[src/rtl/pu.sv]
// -----------------------------------------------------------------------------
// pu -- processing unit: one multiply-accumulate cell of the TPU array.
//
// On every enabled rising edge of clk the cell forms a*b at full 2*DATA_WIDTH
// precision (unsigned), adds it to the accumulator at 2*DATA_WIDTH+1 bits and
// writes back f(sum). P is the accumulator register itself, so there is no
// combinational path from a, b or en to P. Latency is one cycle.
//
// Configuration macro: PU_SATURATE_EN
//   undefined (default) : f keeps the low DATA_WIDTH bits (modulo wrap)
//   defined             : f clamps to 2^DATA_WIDTH-1 when the full sum
//                         does not fit in DATA_WIDTH bits
//   Ports and timing are identical in both builds.
//
// Ports
//   clk    in   1           rising-edge clock
//   reset  in   1           synchronous active-high reset, priority over en
//   en     in   1           accumulate enable; en=0 holds the accumulator
//   a      in   DATA_WIDTH  operand A, unsigned
//   b      in   DATA_WIDTH  operand B, unsigned
//   P      out  DATA_WIDTH  registered accumulator value
// -----------------------------------------------------------------------------
module pu #(
    parameter int DATA_WIDTH = 16
) (
    input  logic                  clk,
    input  logic                  reset,
    input  logic                  en,
    input  logic [DATA_WIDTH-1:0] a,
    input  logic [DATA_WIDTH-1:0] b,
    output logic [DATA_WIDTH-1:0] P
);

    localparam int W  = DATA_WIDTH;
    localparam int PW = 2 * DATA_WIDTH;      // full product width
    localparam int SW = 2 * DATA_WIDTH + 1;  // full sum width

    logic [W-1:0]  acc_q;
    logic [W-1:0]  acc_d;
    logic [PW-1:0] prod;
    logic [SW-1:0] sum_full;
    logic [W-1:0]  acc_f;

    // Operands are zero-extended so the multiply is unsigned and full width.
    assign prod     = {{W{1'b0}}, a} * {{W{1'b0}}, b};
    assign sum_full = {1'b0, prod} + {{(W + 1){1'b0}}, acc_q};

`ifdef PU_SATURATE_EN
    // Any set bit above the low W bits means the true sum exceeds 2^W-1,
    // including the case where only the product's upper half is non-zero.
    logic overflow;
    assign overflow = |sum_full[SW-1:W];
    assign acc_f    = overflow ? {W{1'b1}} : sum_full[W-1:0];
`else
    // Wrap-around: the upper sum bits are intentionally discarded.
    logic unused_sum_upper;
    assign unused_sum_upper = ^sum_full[SW-1:W];
    assign acc_f            = sum_full[W-1:0];
`endif

    // Next-state selection; reset is applied in the register process so it
    // always wins over en.
    always_comb begin
        acc_d = acc_q;
        if (en) begin
            acc_d = acc_f;
        end
    end

    always_ff @(posedge clk) begin
        if (reset) begin
            acc_q <= '0;
        end else begin
            acc_q <= acc_d;
        end
    end

    assign P = acc_q;

endmodule

[config.mk]
export PLATFORM = sky130hd
export DESIGN_NAME = pu
export DESIGN_NICKNAME = d
export VERILOG_FILES = /design/src/rtl/pu.sv
export SDC_FILE = /design/constraint.sdc
export NUM_CORES = 1
export LEC_CHECK = 0
export ABC_AREA = 1
export CAP_MARGIN = 25
export CORE_MARGIN = 5
export CORE_UTILIZATION = 41
export DETAILED_ROUTE_END_ITERATION = 16
export PLACE_DENSITY = 0.72
export SLEW_MARGIN = 10
export SYNTH_ARGS = -nofsm -noshare
export SYNTH_HDL_FRONTEND = slang
export SYNTH_SLANG_ARGS = --single-unit
[constraint.sdc]
create_clock -name clk -period 13.1 [get_ports clk]
set_input_delay 2.62 -clock clk [delete_from_list [all_inputs] [get_ports clk]]
set_output_delay 2.62 -clock clk [all_outputs]
set_load 0.03 [all_outputs]
Word-level counts from Yosys, hierarchy flattened
Index checks and enable logic that the tools add are counted.
{"block": "op_classes", "n_mul": 1, "n_addsub": 1}
{"cell": "adder 16 bit", "n": 1}
{"cell": "multiplier 16 x 16 -> 16 bit", "n": 1}
{"block": "totals", "reg_bits": 16, "out_inout_bits": 16, "word_cells": 3}

Depth between registers and ports, before layout
{"block": "logic_depth", "ltp_word": 2, "depth_mapped": 32}

Worst setup path after synthesis
Ideal clock, no wire load.
{"block": "synth_path", "path_kind": "input to register", "startpoint": "input port b[1]", "endpoint": "register acc_q[15] (netlist: P[15])", "setup_slack_ns": 5.551, "stages": 20, "n_path_buf": 2, "arrival_time_ns": 7.485, "path_cell_list": "clkbuf_2 clkbuf_1 nand2_1 fa_1 fa_1 inv_1 fa_1 fa_1 fa_1 inv_1 fa_1 inv_1 ha_1 nand4_1 or3_1 nand4_1 nand3_1 nand2_1 nor2_1 nor2_1"}
{"block": "synth_between", "elab_chain_len": 2}
{"element": "start: declaration", "line_no": "30", "text": "input logic [DATA_WIDTH-1:0] b,"}
{"element": "multiplier 16 x 16 -> 16 bit", "line_no": "45", "text": "assign prod = {{W{1'b0}}, a} * {{W{1'b0}}, b};"}
{"element": "adder 16 bit", "line_no": "46", "text": "assign sum_full = {1'b0, prod} + {{(W + 1){1'b0}}, acc_q};"}
{"element": "end signal: assignment", "line_no": "72", "text": "acc_q <= '0;"}
{"element": "end signal: assignment", "line_no": "74", "text": "acc_q <= acc_d;"}
{"element": "end: declaration", "line_no": "38", "text": "logic [W-1:0] acc_q;"}
Every way passes these cells.
A chain may end at the register's enable or synchronous reset.

Final worst setup path
{"block": "layout_path", "startpoint": "input port b[1]", "endpoint": "register acc_q[14] (netlist: P[14])"}
The elaborated chain is that of the path after synthesis.

==> metrics.txt <==
type of origin of the critical path primary input; routed len/inst 13.0 µm; H-tree depth 1; ys flop type dfxtp_1; final hold vios 0; setup_tns 0 ns; Final Max Tran Viols 0; mux cell area share after synthesis 0; DRC 0; Starting Density 0.421; Clk pin slew, worst setup/hold paths approximately 0.060 ns; Post-Syn Nets 942; largest net degree at the start of global routing 25; FP Rows 41; area of the multi-input gates 0.00397 mm²; synthesized area approximately 0.0054 mm²; setup repair bufs after CTS 0; first element of the critical path b[1]; number of synthesized flops with an enable pin 0; RR Startpoint P[8]$_SDFFE_PP0P_; RSZ-0062 raised after global routing false; Synth Area in Adders 0.472; Area growth syn-to-layout 12.9%; Slew HR 0.468; fin nets 973; main combinational cell family by area after synthesis adder cells; iteration count of the initial detailed-routing pass 4; vias in the first global route 4,529; Antenna diodes 0; power per cell area 250 mW/mm²; FF-to-FF setup slack 8.86 ns; Yosys reg bits 16; final global-route overflow total 0; Core Box Area 0.0127 mm²; pre-CTS WS 4.81 ns; P_leak 3.65 nW; synth warn 0; final cycle utilization of the critical path 0.614; CP Capture Type flip-flop; CP Max Fanout 16; # IOs between 50 and 60; area occupied by registers between 300 and 400 µm²; Yosys top cell area share 0.351; CTS Buffer Depth 2; DP HPWL approximately 10,000 µm; Root Buffer clkbuf_16; CTS Buf Count 3; f_max 124 MHz; Vias 4,461; CTS Sinks 16; die width between 100 and 150 µm; hold_sp P[3]$_SDFFE_PP0P_; Hold Path End P[3]$_SDFFE_PP0P_; count leader, synth inv_1; post-layout min period 8.05 ns; die area between 0.015 and 0.02 mm²; FF-to-FF path depth 21; number of port buffers 50; reg2reg end P[13]$_SDFFE_PP0P_; ANT nets after route 0; Setup CP Type in2reg; Post-synth ARST share 0; Die H 124 µm; CTS tree done; Distinct cells, synth 27; gp weighted congestion 0.846; synthesized netlist cell count 761; Worst-Margin Slew 0.795 ns; post-synthesis compound-gate area fraction 0.0441; Hold Crit Depth 2; final setup fails 0; synth top area cells fa_1 35%, inv_1 18%, nand2_1 14%; max FFs per register 16; arrival time at the worst endpoint 8.19 ns; global-route usage over all layers 0.168; area leader, netlist fa_1; Vias/cell 4.63; # resized after CTS 0; hold crit path type reg2reg; setup ws final 5.05 ns; Seq/Total Area, Yosys 0.0597; Critical Path RT 13.24 ns; number of max-cap violations 0; Layout fillers 1,341; # hold bufs at CTS 0; layout cell share with drive strength beyond 1 0.0202; Post-Synth XOR/XNOR Area 0.0245; worst skew pair latency 0.25 ns; Final Skew 0.00275 ns; Post-Synth Simple-Gate Area 0.200; initial antenna violation count 0; drt first-iter violations 280; Syn Area/Cell just over 7 µm²; synth cell count leaders 252 x inv_1, 207 x nand2_1, 94 x fa_1, 52 x ha_1, 23 x nand3_1; worst vdd ir roughly 0.17 mV; first-pass GRT wire length 21,600 µm; Routed WL 12,500 µm; status finished, final reports clean
[worst max-delay path: stages]
cell,delay (ns)
clkdlybuf4s50_1,0.87
nand2_1,0.16
fa_1,0.53
fa_1,0.54
inv_1,0.05
fa_1,0.48
fa_1,0.52
fa_1,0.55
inv_1,0.05
fa_1,0.56
inv_1,0.05
ha_1,0.36
nand2_1,0.11
a21oi_1,0.05
a211oi_1,0.19
nand3_1,0.13
xor2_1,0.16
o21ai_0,0.15
inv_1,0.06
[per-layer routing]
metal | track usage | part of all wire | up-vias
li1 | - | - | 2210
met5 | 0 | 0 | -
met3 | 0.0373 | 0.082 | 7
met4 | 0.0187 | 0.0085 | 0
met1 | 0.227 | 0.43 | 2108
met2 | 0.283 | 0.48 | 136
[report_power, final]
| part | internal [mW] | switching (mW) | leakage, nW |
|---|---|---|---|
| registers | 0.0666 | 0.00940 | 0.133 |
| clock network | 0.0465 | 0.0218 | 0.0442 |
| logic | 0.546 | 0.824 | 3.47 |
[layout by cell type, fill, tap and decap left out, types with 15 or more instances in the layout]
master           synthesis  layout
fa_1                    94      94
clkdlybuf4s50_1          0      50
nand2_1                207     207
a21oi_1                 19      19
nand3_1                 23      23
o21ai_0                 19      19
inv_1                  252     252
ha_1                    52      52
nor2_1                  15      15
dfxtp_1                 16      16
[layout make-up]
type | instances | share of cell area
Timing Repair Buffer | 51 | 0.0840
Multi-Input combinational cell | 468 | 0.657
Inverter | 252 | 0.156
Tap cell | 172 | 0.0356
Clock buffer | 4 | 0.0147
Sequential cell | 16 | 0.0529
[cell families (layout without fill, tap and decap cells)]
family | count (synthesis) | after routing
compound gates | 43 | 43
xor+xnor | 15 | 15
fa+ha+maj | 146 | 146
buf+inv | 277 | 307
flops | 16 | 16
simple gates | 264 | 264
[per-stage QoR]
stage | util | cells | hold WS [ns] | instance area [µm²] | power (mW)
2_1_floorplan | - | 761 | 0.635 | 5360 | 1.13
3_3_place_gp | 0.469 | 959 | 0.529 | 5960 | 1.43
3_5_place_dp | 0.469 | 959 | 0.531 | 5960 | 1.44
4_1_cts | 0.476 | 963 | 0.541 | 6050 | 1.53
5_1_grt | 0.476 | 963 | 0.571 | 6050 | 1.73
6_report | 0.476 | 963 | 0.532 | 6050 | 1.51
[worst max-delay path by stage]
stage	to	slack, ns	cells past startpoint
floorplan	P[15]$_SDFFE_PP0P_	5.55	20
global placement	P[15]$_SDFFE_PP0P_	4.90	19
detailed placement	P[15]$_SDFFE_PP0P_	4.81	19
CTS	P[14]$_SDFFE_PP0P_	5.05	19
global route	P[15]$_SDFFE_PP0P_	4.78	19
finish	P[14]$_SDFFE_PP0P_	5.05	19
No activity file was read; power rests on OpenSTA's default activity.
